$ cat src/rtl/alu_ctrl_pkg.sv
// Shared encodings for the registered ALU controller: ALUOp classes, Funct7
// patterns, 5-bit operation codes and the MUL/DIV sequencer states.
package alu_ctrl_pkg;

  localparam logic [1:0] ALUOP_MEM    = 2'b00;
  localparam logic [1:0] ALUOP_BRANCH = 2'b01;
  localparam logic [1:0] ALUOP_RTYPE  = 2'b10;
  localparam logic [1:0] ALUOP_ITYPE  = 2'b11;

  localparam logic [6:0] F7_BASE   = 7'b0000000;
  localparam logic [6:0] F7_ALT    = 7'b0100000;
  localparam logic [6:0] F7_MULDIV = 7'b0000001;

  localparam logic [4:0] OP_AND      = 5'h00;
  localparam logic [4:0] OP_OR       = 5'h01;
  localparam logic [4:0] OP_XOR      = 5'h02;
  localparam logic [4:0] OP_ADD      = 5'h03;
  localparam logic [4:0] OP_SUB      = 5'h04;
  localparam logic [4:0] OP_BEQ      = 5'h05;
  localparam logic [4:0] OP_BNE      = 5'h06;
  localparam logic [4:0] OP_SLT      = 5'h07;
  localparam logic [4:0] OP_SLL      = 5'h08;
  localparam logic [4:0] OP_SRL      = 5'h09;
  localparam logic [4:0] OP_SRA      = 5'h0A;
  localparam logic [4:0] OP_BGE      = 5'h0B;
  localparam logic [4:0] OP_SLTU     = 5'h0E;
  localparam logic [4:0] OP_BGEU     = 5'h0F;
  localparam logic [4:0] OP_MUL_BASE = 5'h10;

  typedef enum logic {
    ST_IDLE    = 1'b0,
    ST_MD_BUSY = 1'b1
  } md_state_e;

  // Funct3 map shared by the R-type base row and the I-type ALU row.
  function automatic logic [4:0] base_op(input logic [2:0] f3);
    case (f3)
      3'b000:  base_op = OP_ADD;
      3'b001:  base_op = OP_SLL;
      3'b010:  base_op = OP_SLT;
      3'b011:  base_op = OP_SLTU;
      3'b100:  base_op = OP_XOR;
      3'b101:  base_op = OP_SRL;
      3'b110:  base_op = OP_OR;
      default: base_op = OP_AND;
    endcase
  endfunction

endpackage

$ cat src/rtl/alu_ctrl_seq_decode.sv
// Combinational ALUOp/Funct7/Funct3 decode into an operation code plus
// illegal and MUL/DIV class flags.
module alu_op_decode
  import alu_ctrl_pkg::*;
#(
  parameter int ENABLE_M = 1
) (
  input  logic [1:0] i_aluop,
  input  logic [6:0] i_funct7,
  input  logic [2:0] i_funct3,
  output logic [4:0] o_operation,
  output logic       o_illegal,
  output logic       o_is_muldiv,
  output logic       o_is_div
);

  always_comb begin
    o_operation = OP_ADD;
    o_illegal   = 1'b0;
    o_is_muldiv = 1'b0;
    o_is_div    = 1'b0;
    case (i_aluop)
      ALUOP_MEM: o_operation = OP_ADD;
      ALUOP_BRANCH: begin
        case (i_funct3)
          3'b000:  o_operation = OP_BEQ;
          3'b001:  o_operation = OP_BNE;
          3'b100:  o_operation = OP_SLT;
          3'b101:  o_operation = OP_BGE;
          3'b110:  o_operation = OP_SLTU;
          3'b111:  o_operation = OP_BGEU;
          default: o_illegal   = 1'b1;
        endcase
      end
      ALUOP_RTYPE: begin
        if (i_funct7 == F7_BASE) begin
          o_operation = base_op(i_funct3);
        end else if (i_funct7 == F7_ALT) begin
          if (i_funct3 == 3'b000)      o_operation = OP_SUB;
          else if (i_funct3 == 3'b101) o_operation = OP_SRA;
          else                         o_illegal   = 1'b1;
        end else if (i_funct7 == F7_MULDIV && ENABLE_M != 0) begin
          o_operation = OP_MUL_BASE + {2'b00, i_funct3};
          o_is_muldiv = 1'b1;
          o_is_div    = i_funct3[2];
        end else begin
          o_illegal = 1'b1;
        end
      end
      default: begin
        // Immediate shifts carry the arithmetic flag in instr[30].
        if (i_funct3 == 3'b101) o_operation = i_funct7[5] ? OP_SRA : OP_SRL;
        else                    o_operation = base_op(i_funct3);
      end
    endcase
  end

endmodule

$ cat src/rtl/alu_ctrl_seq.sv
// Registered ALU controller at the ID/EX boundary with a MUL/DIV sequencer
// that stalls the pipeline for a fixed latency per operation class.
module alu_ctrl_seq
  import alu_ctrl_pkg::*;
#(
  parameter int OP_W       = 5,
  parameter int ENABLE_M   = 1,
  parameter int MUL_CYCLES = 2,
  parameter int DIV_CYCLES = 33
) (
  input  logic            clk,
  input  logic            reset,
  input  logic            in_valid,
  input  logic            stall_in,
  input  logic            flush,
  input  logic [1:0]      ALUOp,
  input  logic [6:0]      Funct7,
  input  logic [2:0]      Funct3,
  output logic            op_valid,
  output logic [OP_W-1:0] operation,
  output logic            illegal,
  output logic            md_start,
  output logic            busy,
  output logic            md_done
);

  localparam int MAX_CYC = (MUL_CYCLES > DIV_CYCLES) ? MUL_CYCLES : DIV_CYCLES;
  localparam int CNT_W   = $clog2(MAX_CYC + 1);
  localparam logic [CNT_W-1:0] MUL_LOAD = CNT_W'(MUL_CYCLES);
  localparam logic [CNT_W-1:0] DIV_LOAD = CNT_W'(DIV_CYCLES);

  logic [4:0]      w_dec_op;
  logic            w_dec_illegal;
  logic            w_is_muldiv;
  logic            w_is_div;
  logic            w_accept;
  logic            w_busy;
  logic            w_md_done;
  logic            w_md_start_nxt;
  logic [CNT_W-1:0] w_cnt_nxt;
  md_state_e       w_state_nxt;

  md_state_e        r_state;
  logic [CNT_W-1:0] r_cnt;
  logic             r_md_start;
  logic             r_op_valid;
  logic [OP_W-1:0]  r_operation;
  logic             r_illegal;

  alu_op_decode #(.ENABLE_M(ENABLE_M)) u_decode (
    .i_aluop     (ALUOp),
    .i_funct7    (Funct7),
    .i_funct3    (Funct3),
    .o_operation (w_dec_op),
    .o_illegal   (w_dec_illegal),
    .o_is_muldiv (w_is_muldiv),
    .o_is_div    (w_is_div)
  );

  assign w_busy   = (r_state == ST_MD_BUSY);
  assign w_accept = in_valid & ~stall_in & ~w_busy & ~flush;

  always_comb begin
    w_state_nxt    = r_state;
    w_cnt_nxt      = r_cnt;
    w_md_start_nxt = 1'b0;
    w_md_done      = 1'b0;
    if (flush) begin
      w_state_nxt = ST_IDLE;
      w_cnt_nxt   = '0;
    end else begin
      case (r_state)
        ST_IDLE: begin
          if (w_accept && w_is_muldiv) begin
            w_state_nxt    = ST_MD_BUSY;
            w_cnt_nxt      = w_is_div ? DIV_LOAD : MUL_LOAD;
            w_md_start_nxt = 1'b1;
          end
        end
        default: begin
          // The M-unit runs on its own; stall_in does not pause the count.
          w_cnt_nxt = r_cnt - CNT_W'(1);
          if (r_cnt == CNT_W'(1)) begin
            w_md_done   = 1'b1;
            w_state_nxt = ST_IDLE;
          end
        end
      endcase
    end
  end

  always_ff @(posedge clk or posedge reset) begin
    if (reset) begin
      r_state    <= ST_IDLE;
      r_cnt      <= '0;
      r_md_start <= 1'b0;
    end else begin
      r_state    <= w_state_nxt;
      r_cnt      <= w_cnt_nxt;
      r_md_start <= w_md_start_nxt;
    end
  end

  always_ff @(posedge clk or posedge reset) begin
    if (reset) begin
      r_op_valid  <= 1'b0;
      r_operation <= OP_W'(OP_ADD);
      r_illegal   <= 1'b0;
    end else if (flush) begin
      r_op_valid <= 1'b0;
      r_illegal  <= 1'b0;
    end else if (w_accept) begin
      r_op_valid  <= 1'b1;
      r_operation <= OP_W'(w_dec_op);
      r_illegal   <= w_dec_illegal;
    end else if (!stall_in && !w_busy) begin
      r_op_valid <= 1'b0;
    end
  end

  assign op_valid  = r_op_valid;
  assign operation = r_operation;
  assign illegal   = r_illegal;
  assign md_start  = r_md_start;
  assign busy      = w_busy;
  assign md_done   = w_md_done;

endmodule

$ cat config.mk
export PLATFORM = sky130hd
export DESIGN_NAME = alu_ctrl_seq
export DESIGN_NICKNAME = d
export VERILOG_FILES = /design/src/rtl/alu_ctrl_pkg.sv /design/src/rtl/alu_ctrl_seq_decode.sv /design/src/rtl/alu_ctrl_seq.sv
export SDC_FILE = /design/constraint.sdc
export NUM_CORES = 1
export LEC_CHECK = 0
export BUFFER_PORTS_ARGS = -buffer_cell sky130_fd_sc_hd__buf_2
export CAP_MARGIN = 20
export CORE_ASPECT_RATIO = 1.2
export CORE_UTILIZATION = 57
export DETAILED_ROUTE_END_ITERATION = 8
export PLACE_DENSITY = 0.82
export SETUP_SLACK_MARGIN = 0.1
export SYNTH_ARGS = -nofsm -noshare
export SYNTH_HDL_FRONTEND = slang
export SYNTH_SLANG_ARGS = --single-unit
$ cat constraint.sdc
create_clock -name clk -period 2.1 [get_ports clk]
set_input_delay 0.42 -clock clk [delete_from_list [all_inputs] [get_ports clk]]
set_output_delay 0.42 -clock clk [all_outputs]
set_load 0.1 [all_outputs]
After elaboration in Yosys (flattened, before gate mapping)
Cells that the tools add are included.
W data, S select, Z words.
Word-level totals
  output and inout bits: 10
  input port bits: 17
  flip-flop bits (word level): 15
Cells by class
  reductions and logical operators: 12
  add/subtract/negate cells: 2
  mux-type cells: 44
  bitwise operators: 6
  equal/unequal tests: 12
Operator list (number)
  $pmux W4 S6: 2
  $mux W1: 28
  $pmux W4 S7: 1
  $mux W5: 5
  $mux W6: 4
  $pmux W5 S3: 1
  $eq A3 B3 Y1 const B: 4
  $eq A7 B1 Y1 const B: 1
  $eq A7 B6 Y1 const B: 1
  $logic_not A7 Y1: 1
  $eq A3 B2 Y1 const B: 2
  $eq A6 B1 Y1 const B: 1
  $reduce_bool A3 Y1: 2
  $reduce_or A6 Y1: 1
  $sub A6 B1 Y6 const B: 1
  $add A5 B3 Y5 const A: 1
  $mux W4: 1
  $and A1 B1 Y1: 3
  $eq A3 B1 Y1 const B: 1
  $logic_not A3 Y1: 1
  $not A1 Y1: 3
  $eq A2 B1 Y1 const B: 1
  $eq A2 B2 Y1 const B: 1
  $logic_and A1 B1 Y1: 2
  6 further kinds: 7

Longest topological paths before layout
Gate-level depths: netlist of the first run.
  depth after elaboration: 9
  gate-level depth with buffers: 7
  mapped depth without buffers: 6

Modules after synthesis
From an unflattened synthesis of the first run, not the netlist that was laid out.
Unflattened totals
  cells, all modules: 144
  area total of the unflattened synthesis: 1209.9 um^2
By module, submodules not included
  alu_ctrl_seq: cells an instance 69, seq. area each 377.9 um^2, times used 1, area each 743.2 um^2
  alu_op_decode: cells an instance 75, seq. area each 0.0 um^2, times used 1, area each 466.7 um^2

Least setup slack after synthesis of the first run
OpenSTA, ideal clock, no wires.
  kind: reg2out
  from: reg r_state (netlist: busy)
  to: out md_done
  cell stages (with the launch flop): 3
  buffers on the path: 0
  path slack: -666 ps
  data arrival time: 2346 ps
  required time: 1680 ps
  path through: dfrtp_1 > nor4b_1 > and4b_1
On the way
  word-level cells in the longest chain between the ends: 2
Ends and longest elaborated chain
  start: declaration: RTL line alu_ctrl_seq.sv:43  | md_state_e r_state;
  start signal: assignment: RTL line alu_ctrl_seq.sv:98  | r_state <= w_state_nxt;
  $mux W1: RTL line alu_ctrl_seq.sv:72  | case (r_state)
  $mux W1: RTL line alu_ctrl_seq.sv:68  | if (flush) begin
  end: declaration: RTL line alu_ctrl_seq.sv:24  | output logic md_done
No other way between the ends.

Worst setup path in the final report of the first run
  from: reg r_cnt[3]
  to: out md_done
On the way
  word-level cells in the longest chain between the ends: 4
Ends and longest elaborated chain
  start: declaration: RTL line alu_ctrl_seq.sv:44  | logic [CNT_W-1:0] r_cnt;
  start signal: assignment: RTL line alu_ctrl_seq.sv:99  | r_cnt <= w_cnt_nxt;
  $eq A6 B1 Y1: RTL line alu_ctrl_seq.sv:83  | if (r_cnt == CNT_W'(1)) begin
  $mux W1: RTL line alu_ctrl_seq.sv:83
  $mux W1: RTL line alu_ctrl_seq.sv:72
  $mux W1: RTL line alu_ctrl_seq.sv:68
No other way between the ends.

==> results of run 1 <==
-- sequential cells by signal, summed over array words and instances, names as in the netlist --
signal	flops
busy	1
illegal	1
md_start	1
op_valid	1
operation	5
r_cnt	6
-- final cells by class --
class	count	area [µm²]	share of cell area, %
Clock inverter	1	5.00	0.356
Tap cell	19	23.8	1.69
Inverter	9	33.8	2.40
Multi-Input combinational cell	102	779	55.4
Clock buffer	3	22.5	1.60
Timing Repair Buffer	28	160	11.4
Sequential cell	15	383	27.2
-- through the flow --
step                power (mW)  hold WS, ns  utilization (%)
global route             0.777        0.216             73.5
floorplan                0.527        0.320                -
CTS                      0.751        0.175             73.5
finish                   0.749        0.158             73.5
detailed placement       0.585        0.476             70.8
global placement         0.581        0.465             70.8
-- cell families after synthesis --
logic type,Yosys count,share of synthesized area [%]
AND/OR/NAND/NOR,55,32.4
AO/OA/AOI/OAI,37,20.8
buffers and inverters,17,6.47
flip-flops,15,31.0
adder cells (fa/ha/maj),6,6.17
multiplexers,3,2.47
XOR/XNOR,1,0.720
-- what timing repair did --
item,in CTS,in global routing
setup endpoints to repair,1,1
hold buffers,0,0
gates resized for setup,2,1
setup buffers,1,0
-- layer usage --
layer,track usage [%],up-vias
li1,-,557
met1,32.1,567
met2,44.6,55
met3,1.38,15
met4,19.2,0
met5,0,-
-- placed cells by master (no fill, tap or decap), types with 2 or more instances in the layout --
| master | count |
|---|---|
| a21oi_1 | 4 |
| a311oi_1 | 2 |
| a31oi_1 | 6 |
| and3_1 | 2 |
| buf_2 | 25 |
| buf_4 | 2 |
| clkbuf_4 | 3 |
| dfrtp_1 | 11 |
| dfstp_2 | 2 |
| ha_1 | 6 |
| inv_1 | 9 |
| mux2i_1 | 3 |
| nand2_1 | 10 |
| nand2b_1 | 7 |
| nand3_1 | 5 |
| nand4_1 | 2 |
| nor2_1 | 5 |
| nor2b_1 | 5 |
| nor3_1 | 3 |
| nor3_2 | 2 |
| nor4b_4 | 3 |
| o2111ai_1 | 3 |
| o21a_1 | 3 |
| o21ai_0 | 8 |
| o221ai_1 | 3 |
-- power by group --
group / switching [mW] / internal [mW]
Combinational: 0.204 / 0.0581
Sequential: 0.00805 / 0.311
Clock: 0.0973 / 0.0708
Total: 0.309 / 0.440
-- worst paths after layout --
check / slack [ns] / from / to
worst max-delay path: 0.16 / r_cnt[3] / md_done
worst min-delay path: 0.16 / reset / illegal
max in group asynchronous: 1.54 / reset / busy
worst max register to register: 0.35 / busy / operation[1]
worst min register to register: 0.50 / operation[4] / operation[4]
min in group clk: 0.44 / in_valid / op_valid
==> metrics.txt, run 1 <==
# TYPE chip_impl_metric gauge
chip_impl_metric{name="floorplan.die_area",unit="µm²"} 2330
chip_impl_metric{name="finalCritPeriodShare",unit="%"} 92.2
chip_impl_metric{name="clkTransAtPathRegs",unit="ns"} 0.09
chip_impl_metric{name="fillerInstances",unit=""} 156
chip_impl_metric{name="final_cell_area",unit="µm²"} 1410
chip_impl_metric{name="max_transition_margin",unit="%"} 63.7
chip_impl_metric{name="finClkSkew",unit="ns"} 0.00281
chip_impl_metric{name="share_of_the_yosys_chip_area_belonging_to_registers",unit="%"} 31.0
chip_impl_metric{name="clock_insertion_delay_worst_skew",unit="ns"} 0.29
chip_impl_metric{name="dpl.hpwl",unit="µm"} 2090
chip_impl_metric{name="yosysTopAreaCellShare",unit="%"} 26.7
chip_impl_metric{name="starting_density_of_the_core",unit="%"} 63.6
chip_impl_metric{name="post_synth_inst_count",unit=""} 134
chip_impl_metric{name="worstPathArrival",unit="ns"} 1.52
chip_impl_info{name="cts_tree",value="built"} 1
chip_impl_info{name="synth.cells.most_frequent",value="13 x dfrtp_1, 10 x nand2_1, 9 x inv_1"} 1
chip_impl_info{name="ys_top_cells_by_area",value="dfrtp_1 27%, ha_1 6.2%, dfstp_2 4.3%, nor4b_4 3.9%, nand2b_1 3.6%"} 1
chip_impl_metric{name="vias_per_cell",unit=""} 6.75
chip_impl_info{name="highest_layer_used_for_signal_routing",value="met4"} 1
chip_impl_metric{name="crit_cells",unit=""} 3
chip_impl_metric{name="diodes",unit=""} 0
chip_impl_metric{name="io_pins",unit=""} 27
chip_impl_info{name="grt_setup_unrepaired",value="false"} 1
chip_impl_metric{name="timing.final.ws_setup",unit="ns"} 0.164
chip_impl_metric{name="grt_antenna_before_repair",unit=""} 0
chip_impl_metric{name="critical_path.n_buffers_inverters",unit=""} 1
chip_impl_info{name="worstHoldPathType",value="input pin to asynchronous set/reset pin"} 1
chip_impl_metric{name="layout-area-overhead-vs-synth",unit="%"} 15.6
chip_impl_metric{name="avgRoutedWirePerCell",unit="µm"} 15.8
chip_impl_metric{name="die_h",unit="µm"} 52.6
chip_impl_metric{name="dp.cells",unit=""} 172
chip_impl_metric{name="layout-drive-gt1-share",unit="%"} 27.8
chip_impl_metric{name="timing.final.max_slew_violations",unit=""} 0
chip_impl_metric{name="synth-async-reset-ratio",unit="%"} 100
chip_impl_info{name="synth_top_area_cell",value="dfrtp_1"} 1
chip_impl_metric{name="largest_net_degree_at_the_start_of_global_routing",unit=""} 18
chip_impl_metric{name="timing.fmax",unit="MHz"} 516
chip_impl_metric{name="drt-met1-wl",unit="µm"} 1160
chip_impl_info{name="critical_path.startpoint_type",value="flip-flop"} 1
chip_impl_metric{name="max_cap_violations",unit=""} 0
chip_impl_info{name="run_status",value="finished, violations left"} 1
chip_impl_metric{name="grt_first_pass_wirelength",unit="µm"} 4610
chip_impl_metric{name="dpl_cell_area",unit="µm²"} 1360
chip_impl_metric{name="synth_seq_cells",unit=""} 15
chip_impl_metric{name="detail_route.iter0.violations",unit=""} 36
chip_impl_metric{name="rr_worst_depth",unit=""} 5
chip_impl_metric{name="cellPowerDensity",unit="nW/µm²"} 532
chip_impl_metric{name="clock_sinks",unit=""} 15
chip_impl_info{name="worstSetupEndpointType",value="primary output"} 1
chip_impl_info{name="worstPathCellList",value="nor4b_4, and4b_4, buf_12"} 1
chip_impl_metric{name="irDropWorstVdd",unit="mV"} 0.383
chip_impl_info{name="ys_dominant_reg_cell",value="dfrtp_1"} 1
chip_impl_metric{name="floorplan.die.width",unit="µm"} 44.2
chip_impl_metric{name="total_negative_setup_slacks",unit="ns"} 0
chip_impl_metric{name="leakage",unit="nW"} 0.612
chip_impl_metric{name="worst-slew-pin-transition",unit="ns"} 0.544
chip_impl_metric{name="synth.avg_cell_area",unit="µm²"} 9.09
chip_impl_info{name="cp_top_family",value="simple AND/OR/NAND/NOR gates"} 1
chip_impl_metric{name="gr-total-overflow",unit=""} 0
chip_impl_metric{name="grt_pass1_vias",unit=""} 1101
chip_impl_metric{name="row_count",unit=""} 17
chip_impl_metric{name="firstDrtPassIters",unit=""} 7
chip_impl_metric{name="timing.critical_path.slowest_cell_delay",unit="ns"} 0.46
chip_impl_metric{name="tritoncts.num_buffers",unit=""} 3
chip_impl_metric{name="setup-violations-final",unit=""} 0
chip_impl_metric{name="cts_htree_levels",unit=""} 1
chip_impl_metric{name="core",unit="µm²"} 1910
chip_impl_metric{name="place_worst_setup_slack",unit="ns"} 0.187
chip_impl_metric{name="drcViolationCount",unit=""} 2
chip_impl_metric{name="clock_tree_buf_depth",unit=""} 2
chip_impl_metric{name="worst_ep_required_time",unit="ns"} 1.68
chip_impl_metric{name="gp_congestion",unit=""} 0.864
chip_impl_metric{name="met2_wirelength",unit="µm"} 1400
chip_impl_metric{name="crit_path_max_fanout",unit=""} 5
chip_impl_info{name="cts-root-buf",value="clkbuf_4"} 1
chip_impl_metric{name="yosysWarnings",unit=""} 0
chip_impl_metric{name="detailed_route_wire_length",unit="µm"} 2800
chip_impl_metric{name="layout.nets",unit=""} 182
chip_impl_info{name="failed_checks",value="design-rule violations"} 1
chip_impl_info{name="slowest_stage",value="dfrtp_2"} 1
chip_impl_metric{name="layout.cells.non_filler",unit=""} 177
chip_impl_info{name="most_frequently_used_cell_type_in_the_post_synthesis_netlist",value="dfrtp_1"} 1
chip_impl_metric{name="yosysUniqueCellTypes",unit=""} 46
chip_impl_metric{name="ant_nets",unit=""} 0
chip_impl_metric{name="post_synth_instance_area",unit="µm²"} 1220
chip_impl_metric{name="via_count_of_the_routed_design",unit=""} 1194
chip_impl_metric{name="number_of_enable_type_register_cells_in_the_synthesized_netlist",unit=""} 0
chip_impl_metric{name="postSynthNetCount",unit=""} 157
chip_impl_metric{name="grt.total_usage",unit="%"} 26.7
chip_impl_metric{name="period_minus_slack",unit="ns"} 1.94
chip_impl_metric{name="met3_wirelength",unit="µm"} 121
chip_impl_metric{name="final_hold_violation_count",unit=""} 0
chip_impl_info{name="worstSetupPathType",value="flip-flop to primary output"} 1
chip_impl_metric{name="port_buffers",unit=""} 26
(Power assumes the default switching activity.)
==> inputs of run 2 (changes only) <==
--- a/config.mk
+++ b/config.mk
@@ -5,11 +5,12 @@
 export SDC_FILE = /design/constraint.sdc
 export NUM_CORES = 1
 export LEC_CHECK = 0
-export BUFFER_PORTS_ARGS = -buffer_cell sky130_fd_sc_hd__buf_2
+export BUFFER_PORTS_ARGS = -buffer_cell sky130_fd_sc_hd__buf_4
 export CAP_MARGIN = 20
 export CORE_ASPECT_RATIO = 1.2
 export CORE_UTILIZATION = 57
 export DETAILED_ROUTE_END_ITERATION = 8
+export GPL_TIMING_DRIVEN = 0
 export PLACE_DENSITY = 0.82
 export SETUP_SLACK_MARGIN = 0.1
 export SYNTH_ARGS = -nofsm -noshare
==> run 2 against run 1 <==
  * The flow still finishes with violations (design-rule violations)
  * Sequential share of layout area fell by 1.8 points
  * Power rose by 2.7%
  * Global-route usage rose by 0.77 points
  * Combinational power rose by 9.2%
  * Via count increased by 0.50%
  * Clock-buffer cell count is the same
  * Cell count up 4.0%
  * Die area stayed put
  * Register-to-register slack gained 0.13 ns
  * Critical path type unchanged
  * Highest routed layer unchanged
==> metrics.txt, run 2 (synthesis gave the netlist of run 1 again) <==
# TYPE chip_impl_metric gauge
chip_impl_metric{name="timing.critical_path.slowest_cell_delay",unit="ns"} 0.46
chip_impl_metric{name="worstPathArrival",unit="ns"} 1.56
chip_impl_metric{name="cts_htree_levels",unit=""} 1
chip_impl_info{name="worstHoldPathType",value="input pin to asynchronous set/reset pin"} 1
chip_impl_metric{name="floorplan.die_area",unit="µm²"} 2330
chip_impl_metric{name="gp_congestion",unit=""} 0.905
chip_impl_metric{name="place_worst_setup_slack",unit="ns"} 0.201
chip_impl_metric{name="gr-total-overflow",unit=""} 0
chip_impl_metric{name="clkTransAtPathRegs",unit="ns"} 0.09
chip_impl_metric{name="floorplan.die.width",unit="µm"} 44.2
chip_impl_metric{name="timing.final.max_slew_violations",unit=""} 0
chip_impl_metric{name="finClkSkew",unit="ns"} 0.00478
chip_impl_metric{name="port_buffers",unit=""} 26
chip_impl_metric{name="timing.final.ws_setup",unit="ns"} 0.120
chip_impl_info{name="failed_checks",value="design-rule violations"} 1
chip_impl_metric{name="detail_route.iter0.violations",unit=""} 69
chip_impl_metric{name="setup-violations-final",unit=""} 0
chip_impl_metric{name="crit_path_max_fanout",unit=""} 5
chip_impl_info{name="worstSetupEndpointType",value="primary output"} 1
chip_impl_metric{name="final_hold_violation_count",unit=""} 0
chip_impl_metric{name="max_cap_violations",unit=""} 0
chip_impl_metric{name="grt_pass1_vias",unit=""} 1077
chip_impl_metric{name="timing.fmax",unit="MHz"} 505
chip_impl_metric{name="largest_net_degree_at_the_start_of_global_routing",unit=""} 16
chip_impl_metric{name="cts_hold_buf",unit=""} 0
chip_impl_metric{name="grt_antenna_before_repair",unit=""} 0
chip_impl_metric{name="row_count",unit=""} 17
chip_impl_metric{name="detailed_route_wire_length",unit="µm"} 2970
chip_impl_metric{name="largest_reg_flops",unit=""} 6
chip_impl_info{name="worstSetupStartpoint",value="r_cnt[3]"} 1
chip_impl_metric{name="layout-drive-gt1-share",unit="%"} 28.5
chip_impl_info{name="worstSetupPathType",value="flip-flop to primary output"} 1
chip_impl_metric{name="layout.cells.non_filler",unit=""} 184
chip_impl_metric{name="finalCritPeriodShare",unit="%"} 94.3
chip_impl_metric{name="worst-slew-pin-transition",unit="ns"} 0.557
chip_impl_metric{name="clock_tree_buf_depth",unit=""} 2
chip_impl_metric{name="starting_density_of_the_core",unit="%"} 63.6
chip_impl_metric{name="ant_nets",unit=""} 0
chip_impl_metric{name="avgRoutedWirePerCell",unit="µm"} 16.1
chip_impl_info{name="rr_endpoint",value="r_cnt[5]"} 1
chip_impl_metric{name="total_negative_setup_slacks",unit="ns"} 0
chip_impl_metric{name="cellPowerDensity",unit="nW/µm²"} 512
chip_impl_info{name="grt_setup_unrepaired",value="false"} 1
chip_impl_info{name="worstPathCellList",value="nor4b_4, and4b_4, buf_8"} 1
chip_impl_metric{name="via_count_of_the_routed_design",unit=""} 1200
chip_impl_metric{name="dp.cells",unit=""} 179
chip_impl_metric{name="clock_sinks",unit=""} 15
chip_impl_metric{name="io_pins",unit=""} 27
chip_impl_metric{name="vias_per_cell",unit=""} 6.52
chip_impl_metric{name="layout-area-overhead-vs-synth",unit="%"} 23.3
chip_impl_info{name="timing.rr.start",value="busy"} 1
chip_impl_metric{name="core",unit="µm²"} 1910
chip_impl_info{name="most-common-layout-cells",value="27 x buf_4, 12 x dfrtp_1, 10 x nand2_1"} 1
chip_impl_metric{name="diodes",unit=""} 0
chip_impl_info{name="run_status",value="finished, violations left"} 1
chip_impl_metric{name="clock_insertion_delay_worst_skew",unit="ns"} 0.28
chip_impl_metric{name="layout.nets",unit=""} 189
chip_impl_info{name="layout_commonest_cell",value="buf_4"} 1
chip_impl_metric{name="irDropWorstVdd",unit="mV"} 0.304
chip_impl_info{name="slowest_stage",value="dfrtp_1"} 1
chip_impl_metric{name="max_transition_margin",unit="%"} 62.8
chip_impl_info{name="cts-root-buf",value="clkbuf_4"} 1
chip_impl_metric{name="rrSetupSlack",unit="ns"} 0.48
chip_impl_info{name="largest-register",value="r_cnt"} 1
chip_impl_metric{name="die_h",unit="µm"} 52.6
chip_impl_metric{name="firstDrtPassIters",unit=""} 8
chip_impl_metric{name="worst_ep_required_time",unit="ns"} 1.68
chip_impl_metric{name="period_minus_slack",unit="ns"} 1.98
chip_impl_metric{name="grt.total_usage",unit="%"} 27.5
chip_impl_metric{name="rr_worst_depth",unit=""} 4
chip_impl_metric{name="fillerInstances",unit=""} 147
chip_impl_metric{name="fin_total_pwr",unit="mW"} 0.769
chip_impl_metric{name="grt_first_pass_wirelength",unit="µm"} 4750
chip_impl_metric{name="drcViolationCount",unit=""} 1
chip_impl_metric{name="dpl.hpwl",unit="µm"} 2230
chip_impl_metric{name="tritoncts.num_buffers",unit=""} 3
chip_impl_info{name="critical_path.startpoint_type",value="flip-flop"} 1
chip_impl_info{name="cts_tree",value="built"} 1
chip_impl_metric{name="leakage",unit="nW"} 0.653
## run 2: cell count changes in the layout (fill, tap and decap cells not counted)
cell      before  now
buf_12         1    0
buf_2         25    3
buf_4          2   27
buf_6          0    1
buf_8          0    1
clkbuf_1       0    3
dfrtp_1       11   12
dfrtp_2        1    0
## run 2: worst max-delay path, delay by kind of cell (launching register included)
| kind | cells | cell delay (ns) |
|---|---|---|
| simple gates | 2 | 0.62 |
| flops | 1 | 0.46 |
| buf+inv | 1 | 0.20 |
## run 2: per-layer routing
metal	global-route usage, %	share of wire (%)	vias to the layer above
met4	9.60	1.7	0
li1	-	-	564
met5	0	0	-
met3	2.41	4.4	8
met1	32.4	39	570
met2	50.7	54	58
## run 2: area by class of cell
cell class / instances / area (µm²) / share of cell area (%)
buffer: 8 / 45.0 / 3.00
clock buffer: 3 / 22.5 / 1.50
clock inverter: 1 / 5.00 / 0.333
inverter: 9 / 33.8 / 2.25
multi-input combinational: 102 / 779 / 51.9
sequential: 15 / 382 / 25.4
tap: 19 / 23.8 / 1.58
timing repair buffer: 27 / 210 / 14.0
## run 2: worst max-delay path by stage
| stage | to | slack [ns] |
|---|---|---|
| after CTS | md_done | 0.13 |
| after detailed placement | md_done | 0.20 |
| after global placement | md_done | 0.19 |
| after global routing | md_done | 0.10 |
| final | md_done | 0.12 |
| after floorplan | md_done | 0.11 |
## run 2: power by group
group,switching (mW),internal (mW),total (mW)
Clock,0.0924,0.0707,0.163
Sequential,0.00917,0.311,0.320
Combinational,0.205,0.0807,0.286
Total,0.307,0.462,0.769
## run 2: through the flow
step           util [%]  hold WS, ns  instance area [µm²]
2_1_floorplan         -        0.320                 1220
3_3_place_gp       75.4        0.471                 1440
3_5_place_dp       75.4        0.476                 1440
4_1_cts            77.8        0.211                 1490
5_1_grt            78.4        0.246                 1500
6_report           78.4        0.187                 1500
## run 2: repair_timing
action,in CTS,in global routing
resized for setup,3,1
setup endpoints to repair,1,1
buffers inserted,0,1
pin swaps,0,1
==> inputs of run 3 (changes only) <==
==> constraint.sdc (replaced) <==
create_clock -name clk -period 2.1 [get_ports clk]
set_input_delay 0.525 -clock clk [delete_from_list [all_inputs] [get_ports clk]]
set_output_delay 0.525 -clock clk [all_outputs]
set_load 0.1 [all_outputs]
==> run 3 against run 2 <==
  * The run still ends with design-rule violations left
  * Cell count up 1.1%
  * Clock-buffer cell count unchanged
  * Sequential cell count unchanged
  * Fmax down 3.2%
  * First-iteration DRC count down 46%
  * Wire length down 0.13%
  * Register-to-register slack worse by 0.09 ns
  * Clock skew down 0.0025 ns
  * Critical path type unchanged
  * Largest cell class unchanged
==> metrics.txt, run 3 (synthesis gave the netlist of run 1 again) <==
# TYPE chip_impl_metric gauge
chip_impl_metric{name="leakage",unit="nW"} 0.663
chip_impl_metric{name="grt.total_usage",unit="%"} 28.3
chip_impl_metric{name="vias_per_cell",unit=""} 6.40
chip_impl_metric{name="cts_hold_buf",unit=""} 0
chip_impl_info{name="most-common-layout-cells",value="29 x buf_4, 11 x dfrtp_1, 10 x nand2_1"} 1
chip_impl_metric{name="detailed_route_wire_length",unit="µm"} 2970
chip_impl_metric{name="port_buffers",unit=""} 26
chip_impl_metric{name="clock_tree_buf_depth",unit=""} 2
chip_impl_metric{name="irDropWorstVdd",unit="mV"} 0.429
chip_impl_metric{name="tritoncts.num_buffers",unit=""} 3
chip_impl_metric{name="gr-total-overflow",unit=""} 0
chip_impl_metric{name="max_transition_margin",unit="%"} 59.2
chip_impl_info{name="layout_commonest_cell",value="buf_4"} 1
chip_impl_metric{name="avgRoutedWirePerCell",unit="µm"} 16.0
chip_impl_metric{name="finalCritPeriodShare",unit="%"} 97.4
chip_impl_metric{name="layout.nets",unit=""} 191
chip_impl_metric{name="grt_antenna_before_repair",unit=""} 0
chip_impl_metric{name="clock_insertion_delay_worst_skew",unit="ns"} 0.29
chip_impl_metric{name="cellPowerDensity",unit="nW/µm²"} 514
chip_impl_info{name="largest-register",value="r_cnt"} 1
chip_impl_metric{name="clkTransAtPathRegs",unit="ns"} 0.10
chip_impl_metric{name="via_count_of_the_routed_design",unit=""} 1191
chip_impl_info{name="worstSetupStartpoint",value="r_cnt[5]"} 1
chip_impl_metric{name="core",unit="µm²"} 1910
chip_impl_metric{name="setup-violations-final",unit=""} 0
chip_impl_metric{name="clock_sinks",unit=""} 15
chip_impl_info{name="critical_path.startpoint_type",value="flip-flop"} 1
chip_impl_metric{name="rrSetupSlack",unit="ns"} 0.39
chip_impl_info{name="grt_setup_unrepaired",value="true"} 1
chip_impl_info{name="cts_tree",value="built"} 1
chip_impl_metric{name="largest_net_degree_at_the_start_of_global_routing",unit=""} 16
chip_impl_metric{name="dpl.hpwl",unit="µm"} 2150
chip_impl_metric{name="io_pins",unit=""} 27
chip_impl_info{name="rr_endpoint",value="r_cnt[5]"} 1
chip_impl_info{name="worstHoldPathType",value="input pin to asynchronous set/reset pin"} 1
chip_impl_metric{name="timing.final.max_slew_violations",unit=""} 0
chip_impl_metric{name="floorplan.die.width",unit="µm"} 44.2
chip_impl_metric{name="grt_first_pass_wirelength",unit="µm"} 4760
chip_impl_metric{name="layout-area-overhead-vs-synth",unit="%"} 25.1
chip_impl_metric{name="total_negative_setup_slacks",unit="ns"} 0
chip_impl_info{name="failed_checks",value="design-rule violations"} 1
chip_impl_metric{name="worstPathArrival",unit="ns"} 1.52
chip_impl_metric{name="diodes",unit=""} 0
chip_impl_metric{name="gp_congestion",unit=""} 0.844
chip_impl_metric{name="grt_pass1_vias",unit=""} 1096
chip_impl_metric{name="row_count",unit=""} 17
chip_impl_metric{name="fin_total_pwr",unit="mW"} 0.783
chip_impl_metric{name="rr_worst_depth",unit=""} 5
chip_impl_metric{name="worst-slew-pin-transition",unit="ns"} 0.612
chip_impl_metric{name="crit_path_max_fanout",unit=""} 2
chip_impl_info{name="cts-root-buf",value="clkbuf_4"} 1
chip_impl_metric{name="drcViolationCount",unit=""} 1
chip_impl_metric{name="period_minus_slack",unit="ns"} 2.05
chip_impl_metric{name="layout-drive-gt1-share",unit="%"} 29.9
chip_impl_metric{name="die_h",unit="µm"} 52.6
chip_impl_metric{name="worst_ep_required_time",unit="ns"} 1.57
chip_impl_info{name="worstSetupEndpointType",value="primary output"} 1
chip_impl_info{name="worstSetupPathType",value="flip-flop to primary output"} 1
chip_impl_metric{name="firstDrtPassIters",unit=""} 8
chip_impl_metric{name="final_hold_violation_count",unit=""} 0
chip_impl_metric{name="timing.fmax",unit="MHz"} 489
chip_impl_metric{name="finClkSkew",unit="ns"} 0.00226
chip_impl_metric{name="max_cap_violations",unit=""} 0
chip_impl_metric{name="cts_htree_levels",unit=""} 1
chip_impl_metric{name="ant_nets",unit=""} 0
chip_impl_metric{name="detail_route.iter0.violations",unit=""} 37
chip_impl_metric{name="floorplan.die_area",unit="µm²"} 2330
chip_impl_metric{name="largest_reg_flops",unit=""} 6
chip_impl_metric{name="starting_density_of_the_core",unit="%"} 63.6
chip_impl_info{name="timing.rr.start",value="busy"} 1
chip_impl_info{name="run_status",value="finished, violations left"} 1
==> run 3: changes by cell type in the layout (fill, tap and decap cells not counted), sizes merged <==
cell	before	now
buf	32	34
==> run 3: critical path, stage by stage (launching register included) <==
cell and delay, ns:
dfrtp_1 0.42, nor4b_4 0.33, and4b_4 0.30, buf_12 0.17
==> run 3: metal layers <==
layer  global-route usage [%]  wire (µm)  vias up  part of all wire, %
li1                         -          -      569                    -
met1                     32.1       1250      577                   42
met2                     52.0       1550       36                   52
met3                     2.07         97        9                  3.3
met4                     13.6         74        0                  2.5
met5                        0          0        -                    0
==> run 3: per-stage QoR <==
stage / setup slack, ns / hold WS, ns / std cells / utilization [%] / area, µm²
after global placement: 0.0734 / 0.467 / 179 / 75.8 / 1450
after global routing: 0.0267 / 0.334 / 186 / 79.5 / 1520
final: 0.0541 / 0.294 / 186 / 79.5 / 1520
after floorplan: 0.108 / 0.425 / 134 / - / 1230
after CTS: 0.0871 / 0.307 / 186 / 79.5 / 1520
after detailed placement: 0.0712 / 0.476 / 179 / 75.8 / 1450
==> run 3: where the power goes <==
group | switching [mW] | leakage, nW | internal, mW
clock network | 0.107 | 0.0177 | 0.0710
registers | 0.00892 | 0.194 | 0.311
logic | 0.205 | 0.452 | 0.0804
total | 0.321 | 0.663 | 0.462
==> run 3: worst max path at each step <==
| stage | end | slack, ns | cells past startpoint |
|---|---|---|---|
| floorplan | md_done | 0.11 | 2 |
| global placement | md_done | 0.07 | 4 |
| detailed placement | md_done | 0.07 | 4 |
| CTS | md_done | 0.09 | 3 |
| global route | md_done | 0.03 | 3 |
| finish | md_done | 0.05 | 3 |
==> run 3: timing repair <==
item	CTS	global route
setup endpoints to repair	1	1
gates resized for setup	5	0
setup buffers	3	0
pin swaps	2	1
==> run 3: area by class of cell <==
cell class                 count  area [µm²]
multi-input combinational    102         779
sequential                    15         383
inverter                       9        33.8
clock inverter                 1        5.00
timing repair buffer          29         230
clock buffer                   3        22.5
fill                         132         392
buffer                         8        45.0
tap                           19        23.8
